$ cat src/rtl/controlador_contador_if.sv
// Command/status bundle between a requester and the counter sequencer.
// The master issues commands and reads status; the slave is the sequencer.
interface controlador_contador_if #(
    parameter int unsigned ANCHO      = 16,
    parameter int unsigned PASOS_BITS = 8
);
    logic                  cmd_valid;
    logic                  cmd_ready;
    logic [1:0]            cmd_modo;
    logic [ANCHO-1:0]      cmd_dato;
    logic [PASOS_BITS-1:0] cmd_pasos;
    logic                  cmd_parar_rco;
    logic                  busy;
    logic                  done;
    logic [ANCHO-1:0]      resultado;
    logic [PASOS_BITS-1:0] pasos_hechos;
    logic [PASOS_BITS-1:0] n_rco;

    modport master (
        output cmd_valid, cmd_modo, cmd_dato, cmd_pasos, cmd_parar_rco,
        input  cmd_ready, busy, done, resultado, pasos_hechos, n_rco
    );

    modport slave (
        input  cmd_valid, cmd_modo, cmd_dato, cmd_pasos, cmd_parar_rco,
        output cmd_ready, busy, done, resultado, pasos_hechos, n_rco
    );
endinterface

$ cat src/rtl/controlador_contador.sv
// Command sequencer for the 16-bit up/down/down-by-3/load counter: drives ENB/MODO/D
// for a fixed number of steps and reports final count, steps done and RCO pulses.
module controlador_contador #(
    parameter int unsigned ANCHO      = 16,
    parameter int unsigned PASOS_BITS = 8
) (
    input  logic                   CLK,
    input  logic                   RESET_L,
    controlador_contador_if.slave  cmd_if,
    output logic                   enb_o,
    output logic [1:0]             modo_o,
    output logic [ANCHO-1:0]       d_o,
    input  logic [ANCHO-1:0]       q_i,
    input  logic                   rco_i
);

    typedef enum logic [2:0] {StIdle, StCarga, StCuenta, StEspera, StHecho} estado_e;

    localparam logic [1:0] ModoCarga = 2'b11;

    estado_e               state_q, state_d;
    logic                  ready_q, ready_d;
    logic                  busy_q, busy_d;
    logic                  done_q, done_d;
    logic                  enb_q, enb_d;
    logic [1:0]            modo_q, modo_d;
    logic [ANCHO-1:0]      d_q, d_d;
    logic                  parar_q, parar_d;
    logic [PASOS_BITS-1:0] rest_q, rest_d;
    logic [ANCHO-1:0]      resultado_q, resultado_d;
    logic [PASOS_BITS-1:0] pasos_hechos_q, pasos_hechos_d;
    logic [PASOS_BITS-1:0] n_rco_q, n_rco_d;

    always_comb begin
        state_d        = state_q;
        ready_d        = ready_q;
        busy_d         = busy_q;
        done_d         = 1'b0;
        enb_d          = enb_q;
        modo_d         = modo_q;
        d_d            = d_q;
        parar_d        = parar_q;
        rest_d         = rest_q;
        resultado_d    = resultado_q;
        pasos_hechos_d = pasos_hechos_q;
        n_rco_d        = n_rco_q;

        unique case (state_q)
            StIdle: begin
                if (cmd_if.cmd_valid && ready_q) begin
                    ready_d        = 1'b0;
                    busy_d         = 1'b1;
                    parar_d        = cmd_if.cmd_parar_rco;
                    rest_d         = cmd_if.cmd_pasos;
                    pasos_hechos_d = '0;
                    n_rco_d        = '0;
                    if (cmd_if.cmd_modo == ModoCarga) begin
                        state_d = StCarga;
                        enb_d   = 1'b1;
                        modo_d  = ModoCarga;
                        d_d     = cmd_if.cmd_dato;
                    end else if (cmd_if.cmd_pasos == '0) begin
                        state_d = StEspera;
                    end else begin
                        state_d = StCuenta;
                        enb_d   = 1'b1;
                        modo_d  = cmd_if.cmd_modo;
                    end
                end
            end
            StCarga: begin
                enb_d          = 1'b0;
                pasos_hechos_d = PASOS_BITS'(1);
                state_d        = StEspera;
            end
            StCuenta: begin
                pasos_hechos_d = pasos_hechos_q + PASOS_BITS'(1);
                rest_d         = rest_q - PASOS_BITS'(1);
                if (rco_i && (n_rco_q != '1)) begin
                    n_rco_d = n_rco_q + PASOS_BITS'(1);
                end
                // The step with RCO high still counts; enable drops on the next cycle.
                if ((rest_q == PASOS_BITS'(1)) || (parar_q && rco_i)) begin
                    enb_d   = 1'b0;
                    state_d = StEspera;
                end
            end
            StEspera: begin
                resultado_d = q_i;
                busy_d      = 1'b0;
                done_d      = 1'b1;
                state_d     = StHecho;
            end
            StHecho: begin
                ready_d = 1'b1;
                state_d = StIdle;
            end
            default: state_d = StIdle;
        endcase
    end

    always_ff @(posedge CLK or negedge RESET_L) begin
        if (!RESET_L) begin
            state_q        <= StIdle;
            ready_q        <= 1'b1;
            busy_q         <= 1'b0;
            done_q         <= 1'b0;
            enb_q          <= 1'b0;
            modo_q         <= 2'b00;
            d_q            <= '0;
            parar_q        <= 1'b0;
            rest_q         <= '0;
            resultado_q    <= '0;
            pasos_hechos_q <= '0;
            n_rco_q        <= '0;
        end else begin
            state_q        <= state_d;
            ready_q        <= ready_d;
            busy_q         <= busy_d;
            done_q         <= done_d;
            enb_q          <= enb_d;
            modo_q         <= modo_d;
            d_q            <= d_d;
            parar_q        <= parar_d;
            rest_q         <= rest_d;
            resultado_q    <= resultado_d;
            pasos_hechos_q <= pasos_hechos_d;
            n_rco_q        <= n_rco_d;
        end
    end

    assign cmd_if.cmd_ready    = ready_q;
    assign cmd_if.busy         = busy_q;
    assign cmd_if.done         = done_q;
    assign cmd_if.resultado    = resultado_q;
    assign cmd_if.pasos_hechos = pasos_hechos_q;
    assign cmd_if.n_rco        = n_rco_q;
    assign enb_o               = enb_q;
    assign modo_o              = modo_q;
    assign d_o                 = d_q;

endmodule

$ cat src/flat_wrapper.sv
// flat-port wrapper written by rule: the top's interface ports become plain ports
module controlador_contador_flat 
#(
    parameter int unsigned ANCHO      = 16,
    parameter int unsigned PASOS_BITS = 8
)
  (CLK, RESET_L, enb_o, modo_o, d_o, q_i, rco_i, cmd_if_cmd_valid, cmd_if_cmd_modo, cmd_if_cmd_dato, cmd_if_cmd_pasos, cmd_if_cmd_parar_rco, cmd_if_cmd_ready, cmd_if_busy, cmd_if_done, cmd_if_resultado, cmd_if_pasos_hechos, cmd_if_n_rco);
  controlador_contador_if #(.ANCHO(ANCHO), .PASOS_BITS(PASOS_BITS)) cmd_if_i ();
  input  logic CLK;
  input  logic RESET_L;
  output logic enb_o;
  output logic [1:0] modo_o;
  output logic [ANCHO-1:0] d_o;
  input  logic [ANCHO-1:0] q_i;
  input  logic rco_i;
  input wire logic [$bits(cmd_if_i.cmd_valid)-1:0] cmd_if_cmd_valid;
  input wire logic [$bits(cmd_if_i.cmd_modo)-1:0] cmd_if_cmd_modo;
  input wire logic [$bits(cmd_if_i.cmd_dato)-1:0] cmd_if_cmd_dato;
  input wire logic [$bits(cmd_if_i.cmd_pasos)-1:0] cmd_if_cmd_pasos;
  input wire logic [$bits(cmd_if_i.cmd_parar_rco)-1:0] cmd_if_cmd_parar_rco;
  output wire logic [$bits(cmd_if_i.cmd_ready)-1:0] cmd_if_cmd_ready;
  output wire logic [$bits(cmd_if_i.busy)-1:0] cmd_if_busy;
  output wire logic [$bits(cmd_if_i.done)-1:0] cmd_if_done;
  output wire logic [$bits(cmd_if_i.resultado)-1:0] cmd_if_resultado;
  output wire logic [$bits(cmd_if_i.pasos_hechos)-1:0] cmd_if_pasos_hechos;
  output wire logic [$bits(cmd_if_i.n_rco)-1:0] cmd_if_n_rco;
  assign cmd_if_i.cmd_valid = cmd_if_cmd_valid;
  assign cmd_if_i.cmd_modo = cmd_if_cmd_modo;
  assign cmd_if_i.cmd_dato = cmd_if_cmd_dato;
  assign cmd_if_i.cmd_pasos = cmd_if_cmd_pasos;
  assign cmd_if_i.cmd_parar_rco = cmd_if_cmd_parar_rco;
  assign cmd_if_cmd_ready = cmd_if_i.cmd_ready;
  assign cmd_if_busy = cmd_if_i.busy;
  assign cmd_if_done = cmd_if_i.done;
  assign cmd_if_resultado = cmd_if_i.resultado;
  assign cmd_if_pasos_hechos = cmd_if_i.pasos_hechos;
  assign cmd_if_n_rco = cmd_if_i.n_rco;
  controlador_contador #(.ANCHO(ANCHO), .PASOS_BITS(PASOS_BITS)) u_core (.CLK(CLK), .RESET_L(RESET_L), .cmd_if(cmd_if_i), .enb_o(enb_o), .modo_o(modo_o), .d_o(d_o), .q_i(q_i), .rco_i(rco_i));
endmodule
$ cat config.mk
export PLATFORM = sky130hd
export DESIGN_NAME = controlador_contador_flat
export DESIGN_NICKNAME = d
export VERILOG_FILES = /design/src/rtl/controlador_contador_if.sv /design/src/rtl/controlador_contador.sv /design/src/flat_wrapper.sv
export SDC_FILE = /design/constraint.sdc
export NUM_CORES = 1
export LEC_CHECK = 0
export ABC_AREA = 1
export CAP_MARGIN = 20
export CORE_MARGIN = 5
export CORE_UTILIZATION = 52
export CTS_BUF_LIST = sky130_fd_sc_hd__clkbuf_8
export CTS_CLUSTER_SIZE = 20
export DETAILED_ROUTE_END_ITERATION = 8
export PLACE_DENSITY = 0.88
export SYNTH_ARGS = -nofsm -noshare
export SYNTH_HDL_FRONTEND = slang
export SYNTH_SLANG_ARGS = --single-unit
$ cat constraint.sdc
create_clock -name CLK -period 2.9 [get_ports CLK]
set_input_delay 0.29 -clock CLK [delete_from_list [all_inputs] [get_ports CLK]]
set_output_delay 0.29 -clock CLK [all_outputs]
set_load 0.05 [all_outputs]
Word level (Yosys, flattened, before mapping)
Cells that the tools add are included.

storage, ports and cells
  bits in registers = 66
  logic and storage cells = 70

cells by class
  $add $sub $neg = 3
  reductions and logical operators = 20
  multiplexer cells = 23
  equality and inequality tests = 12

operators with widths
  kind                                                   number
  case mux 8 bit (2 select lines)                        2
  two-way mux 8 bit                                      3
  case mux 8 bit (3 select lines)                        1
  adder 8 x 1 -> 8 bit, second input constant            2
  case mux 3 bit (4 select lines)                        1
  AND reduction 2 bit                                    6
  two-way mux 3 bit                                      3
  AND reduction 3 bit                                    3
  equality test 8 x 1 -> 1 bit, second input constant    1
  zero test 8 bit                                        1
  two-way mux 1 bit                                      8
  inequality test 2 x 1 -> 1 bit, second input constant  4
  inequality test 8 bit, second input constant           1
  subtractor 8 x 1 -> 8 bit, second input constant       1
  equality test 3 x 2 -> 1 bit, second input constant    2
  nonzero test 2 bit                                     3
  two-way mux 2 bit                                      2
  case mux 1 bit (2 select lines)                        2
  AND reduction 4 bit                                    1
  equality test 3 x 1 -> 1 bit, second input constant    1
  equality test 3 bit, second input constant             1
  logical AND 1 bit                                      3
  zero test 3 bit                                        1
  inequality test 3 x 2 -> 1 bit, second input constant  1
  other kinds (4)                                        4

Depth between registers and ports, before layout
  depth in word-level cells = 5
  mapped depth = 9
  gate-level depth less buffers = 9

Worst setup path before layout
No wires, ideal clock.

  path kind = reg-to-reg
  from = register u_core.n_rco_q[0] (netlist: u_core.cmd_if.n_rco[0])
  to = register u_core.n_rco_q[0] (netlist: u_core.cmd_if.n_rco[0])
  path buffers = 1
  period minus slack after synthesis = 1754 ps
  arrival time = 1673 ps
  stages on the path, launching flop included = 9
  setup time = 81 ps
  path slack = 1146 ps
  cells stage by stage = dfrtp_1 ha_1 nand2_1 nor2_1 nand4_1 nand2_1 buf_6 nand3_1 o21ai_1

between the ends
  longest elaborated chain between the ends = 4
  elaborated cells on any way between the ends = 7
  classes of those cells = add/sub: 1; eq/ne: 2; mux: 2; reduce/logical: 2

RTL lines
  element                                                       RTL line                     source
  start: declaration                                            controlador_contador.sv:32   logic [PASOS_BITS-1:0] n_rco_q, n_rco_d;
  start signal: assignment                                      controlador_contador.sv:128  n_rco_q <= n_rco_d;
  branches (longest 4 deep; another with adder 8 x 1 -> 8 bit)  -

Parallel ways; which one is timed is not known. The select of a mux whose other input is x is not followed.
A chain may end at the register's enable or synchronous reset.

Worst setup path in the final report
  from = register u_core.ready_q (netlist: u_core.cmd_if.cmd_ready)
  to = output port cmd_if_cmd_ready

RTL lines
  element                   RTL line                     source
  start: declaration        controlador_contador.sv:22   logic ready_q, ready_d;
  start signal: assignment  controlador_contador.sv:118  ready_q <= ready_d;
  end: declaration          flat_wrapper.sv:21           output wire logic [$bits(cmd_if_i.cmd_ready)-1:0] cmd_if_cmd_ready;

No word-level cell between the ends.

==> reports/qor.txt <==
OUTCOME
------------------------------------------------------------------------------------------
Outcome                                                                       finished clean

POWER
------------------------------------------------------------------------------------------
Combinational share of power                                                         52.3%
Internal Pwr Total                                                                 2740 µW
Proportion of total power due to net switching                                       48.3%
PwrDens                                                                        1190 mW/mm²
Max rail drop VDD                                                                   889 µV
Overall power of the completed layout                                              5310 µW
Clock network fraction of design power                                               17.9%
Power share of the sequential group                                                  29.8%
Total leakage power                                                             0.00216 µW
Power dissipated by switching net loads                                            2570 µW

GLOBAL ROUTING
------------------------------------------------------------------------------------------
Total track usage                                                                    22.7%
Maximum number of pins on one net before global-route repair                            67
Total gr overflow                                                                        0
Number of global-route vias before repair                                            3,018
First-pass GRT wire length                                                       13,800 µm
Antenna violations before repair                                                         0

ROUTING
------------------------------------------------------------------------------------------
Residual DRC                                                                             0
Remaining antenna violation count after routing                                          0
Routed via count divided by cell count                                                5.18
Number of vias after detailed routing                                                3,045
Post-detailed-route wirelength per cell                                            14.2 µm
WL final                                                                           8340 µm
Count of TritonRoute iterations in the first routing pass                                4
1st-iter DRT viols                                                                     210

PLACED DESIGN
------------------------------------------------------------------------------------------
Sum of net half-perimeters after detailed placement                                5920 µm
Final GP Congestion                                                                  0.830
Total of buffers placed on input and output ports                                      100

LOGIC SYNTHESIS
------------------------------------------------------------------------------------------
Synthesis warning total                                                                  0
Synthesized-area fraction occupied by ao, oa, aoi and oai cells                      4.99%
XOR/XNOR share of the synthesized area                                               1.65%
Area of the mapped netlist                                                     0.00318 mm²
Number of register bits inferred by synthesis                                           66
Share of synthesized cell area in and, or, nand and nor gates                        33.1%
Net Count, Synth                                                                       457
Avg Cell Area, Syn                                                                7.84 µm²
Proportion of synthesized area in mux cells                                             0%
Dominant combinational cell family by area after synthesis                    simple AND/OR/NAND/NOR gates
Sequential cell area fraction in the yosys report                                    51.9%
Share of synthesized cell area in full adder, half adder and majority cells          1.57%
Yosys cell types                                                                        25
Syn Inst Count                                                                         406

DIE
------------------------------------------------------------------------------------------
Number of I/O pins                                                                     101
Full die area                                                                  0.00778 mm²
Effective utilization at floorplan                                                   53.7%
Core footprint                                                                 0.00592 mm²
Die height                                                                         88.2 µm
Std cell rows                                                                           28
Overall die width                                                                  88.2 µm

CLOCKING
------------------------------------------------------------------------------------------
Root buf cell                                                                 sky130_fd_sc_hd__clkbuf_8
Hold buffer count at CTS                                                                 0
Number of clock buffers inserted by TritonCTS                                            9
Clk sinks                                                                               66
CTS tree                                                                              done
Number of buffers on the longest clock path                                              2
Clock latency at the later pin of the worst-skew pair                               340 ps
Clock H-tree levels                                                                      3
Clock-pin slew on the worst setup and hold paths                                     70 ps
Gates resized, CTS repair                                                                0
Number of buffers added for setup after CTS                                              0

WORST SETUP PATH
------------------------------------------------------------------------------------------
Cell breakdown of the critical path                                           clkdlybuf4s50_1
Cell count along the critical path                                                       1
Longest individual stage delay on the worst path                                    830 ps
Setup slack, reg-to-reg                                                            1010 ps
CP max FO                                                                                3
Crit path kind                                                                register to primary output
Crit path max-delay cell type                                                 sky130_fd_sc_hd__clkdlybuf4s50_1
Launch point of the critical path                                             u_core.cmd_if.cmd_ready
Total buffers and inverters traversed by the critical path                               1
FF-to-FF Start                                                                u_core.state_q[2]
Crit path capture                                                             cmd_if_cmd_ready
Startpoint type of the worst setup path                                           register
Data required time at the worst endpoint                                           2610 ps
Type of element capturing the critical path                                   primary output
Depth of the most critical reg-to-reg path                                               7
Cell type group with the largest total delay on the critical path             buffers and inverters
End of the worst register-to-register path                                    u_core.cmd_if.n_rco[5]
Arrival time reported for the critical path endpoint                               1710 ps

TIMING
------------------------------------------------------------------------------------------
Final Setup Violations                                                                   0
Final number of max-transition violations                                                0
Clock skew                                                                         5.25 ps
Tcrit/Tclk final                                                                     69.0%
Setup repair after global routing missed its margin                                     no
Final hold violation count                                                               0
Worst hold slack                                                                    111 ps
Slew Limit Headroom                                                                  44.5%
Slew @ Worst Pin                                                                    832 ps
Final-layout setup total negative slack                                               0 ps
Achievable clock frequency                                                       0.500 GHz
Time the worst path needs with I/O delays and setup                                2000 ps

MIN PATH
------------------------------------------------------------------------------------------
Type of the worst min-delay path                                              primary input to asynchronous set/reset pin

FINAL LAYOUT
------------------------------------------------------------------------------------------
Area growth syn-to-layout                                                            40.3%
Commonest non-fill, non-tap cell in the layout                                sky130_fd_sc_hd__nand2_1
Most used cells in the layout excluding fill and tap cells                    sky130_fd_sc_hd__nand2_1 (158), sky130_fd_sc_hd__clkdlybuf4s50_1 (99), sky130_fd_sc_hd__dfrtp_1 (65), sky130_fd_sc_hd__nand3_1 (47)
Diode count                                                                              0
Post-layout net count                                                                  559
Fraction of final layout cells with drive strength greater than 1                    5.65%

JOB
------------------------------------------------------------------------------------------
Max cap viols                                                                            0

per-layer routing:
layer  vias up  global-route usage (%)  routed length [µm]
li1       1493                       -                   -
met1      1427                    27.5                3320
met2       110                    38.7                4270
met3        15                    6.80                 608
met4         0                    7.83                 146
met5         -                       0                   0
through the flow:
step | cells | utilization [%] | setup WS [ps] | area [µm²]
floorplan | 406 | - | 1150 | 3180
global placement | 572 | 71.1 | 1030 | 4210
detailed placement | 572 | 71.1 | 943 | 4210
CTS | 588 | 75.4 | 890 | 4460
global route | 588 | 75.4 | 835 | 4460
finish | 588 | 75.4 | 899 | 4460
state kept, by name (all words and copies together), names as in the netlist:
name and flops:
u_core.rest_q 8, u_core.modo_o 2, u_core.d_o 16, u_core.cmd_if.cmd_ready 1
u_core.cmd_if.done 1, u_core.cmd_if.busy 1, u_core.cmd_if.resultado 16, u_core.state_q 3
u_core.parar_q 1, u_core.enb_o 1, u_core.cmd_if.n_rco 8, u_core.cmd_if.pasos_hechos 8
area by class of cell:
cell class	instances	area, µm²
multi-input cells	292	1320
flip-flops and latches	66	1650
fillers	446	1460
well taps	75	93.8
repair buffers	102	1010
inverters	37	139
clock buffers	10	138
clock inverters	6	114
Yosys cell counts:
library cell	count	area [µm²]
sky130_fd_sc_hd__buf_4	1	7.51
sky130_fd_sc_hd__o21ai_1	2	10.0
sky130_fd_sc_hd__nand3_1	47	235
sky130_fd_sc_hd__inv_1	32	120
sky130_fd_sc_hd__nand2_1	158	593
sky130_fd_sc_hd__nand4_1	5	31.3
sky130_fd_sc_hd__nand2_2	2	12.5
sky130_fd_sc_hd__nor3_1	3	15.0
sky130_fd_sc_hd__o22ai_1	3	18.8
sky130_fd_sc_hd__inv_2	4	15.0
sky130_fd_sc_hd__nor2_2	1	6.26
sky130_fd_sc_hd__dfstp_2	1	26.3
sky130_fd_sc_hd__xor2_1	3	26.3
sky130_fd_sc_hd__xnor2_1	3	26.3
sky130_fd_sc_hd__nor2_1	32	120
sky130_fd_sc_hd__buf_6	3	33.8
sky130_fd_sc_hd__nor3_4	2	32.5
sky130_fd_sc_hd__buf_2	6	30.0
sky130_fd_sc_hd__dfrtp_1	65	1630
sky130_fd_sc_hd__clkinv_1	1	3.75
sky130_fd_sc_hd__nor3b_1	1	7.51
sky130_fd_sc_hd__o21ai_0	22	110
sky130_fd_sc_hd__a21oi_1	4	20.0
sky130_fd_sc_hd__ha_1	4	50.1
sky130_fd_sc_hd__clkbuf_1	1	3.75
cell families (layout without fill, tap and decap cells):
| kind of cell | after synthesis | count (layout) |
|---|---|---|
| xor gates and xnor gates | 6 | 6 |
| and+or+nand+nor | 251 | 251 |
| DFF | 66 | 66 |
| adders and majority gates | 4 | 4 |
| AOI/OAI and AO/OA | 31 | 31 |
| buffers and inverters | 48 | 155 |
power by group through the flow:
| stage | Sequential, µW | Combinational (µW) | Clock (µW) |
|---|---|---|---|
| after floorplan | 2480 | 970 | 0 |
| after global placement | 1570 | 2700 | 0 |
| after detailed placement | 1570 | 2760 | 0 |
| after CTS | 1570 | 2790 | 965 |
| after global routing | 1630 | 2990 | 1000 |
| final | 1580 | 2780 | 951 |
worst min path at each step:
stage                                        endpoint  slack [ps]
after CTS                            u_core.rest_q[0]         150
after floorplan                    u_core.cmd_if.busy          -6
final                                u_core.rest_q[3]         110
after detailed placement  u_core.cmd_if.resultado[13]         460
after global placement     u_core.cmd_if.resultado[3]         450
after global routing                 u_core.rest_q[4]         180
Power figures use the tool's default switching activity.
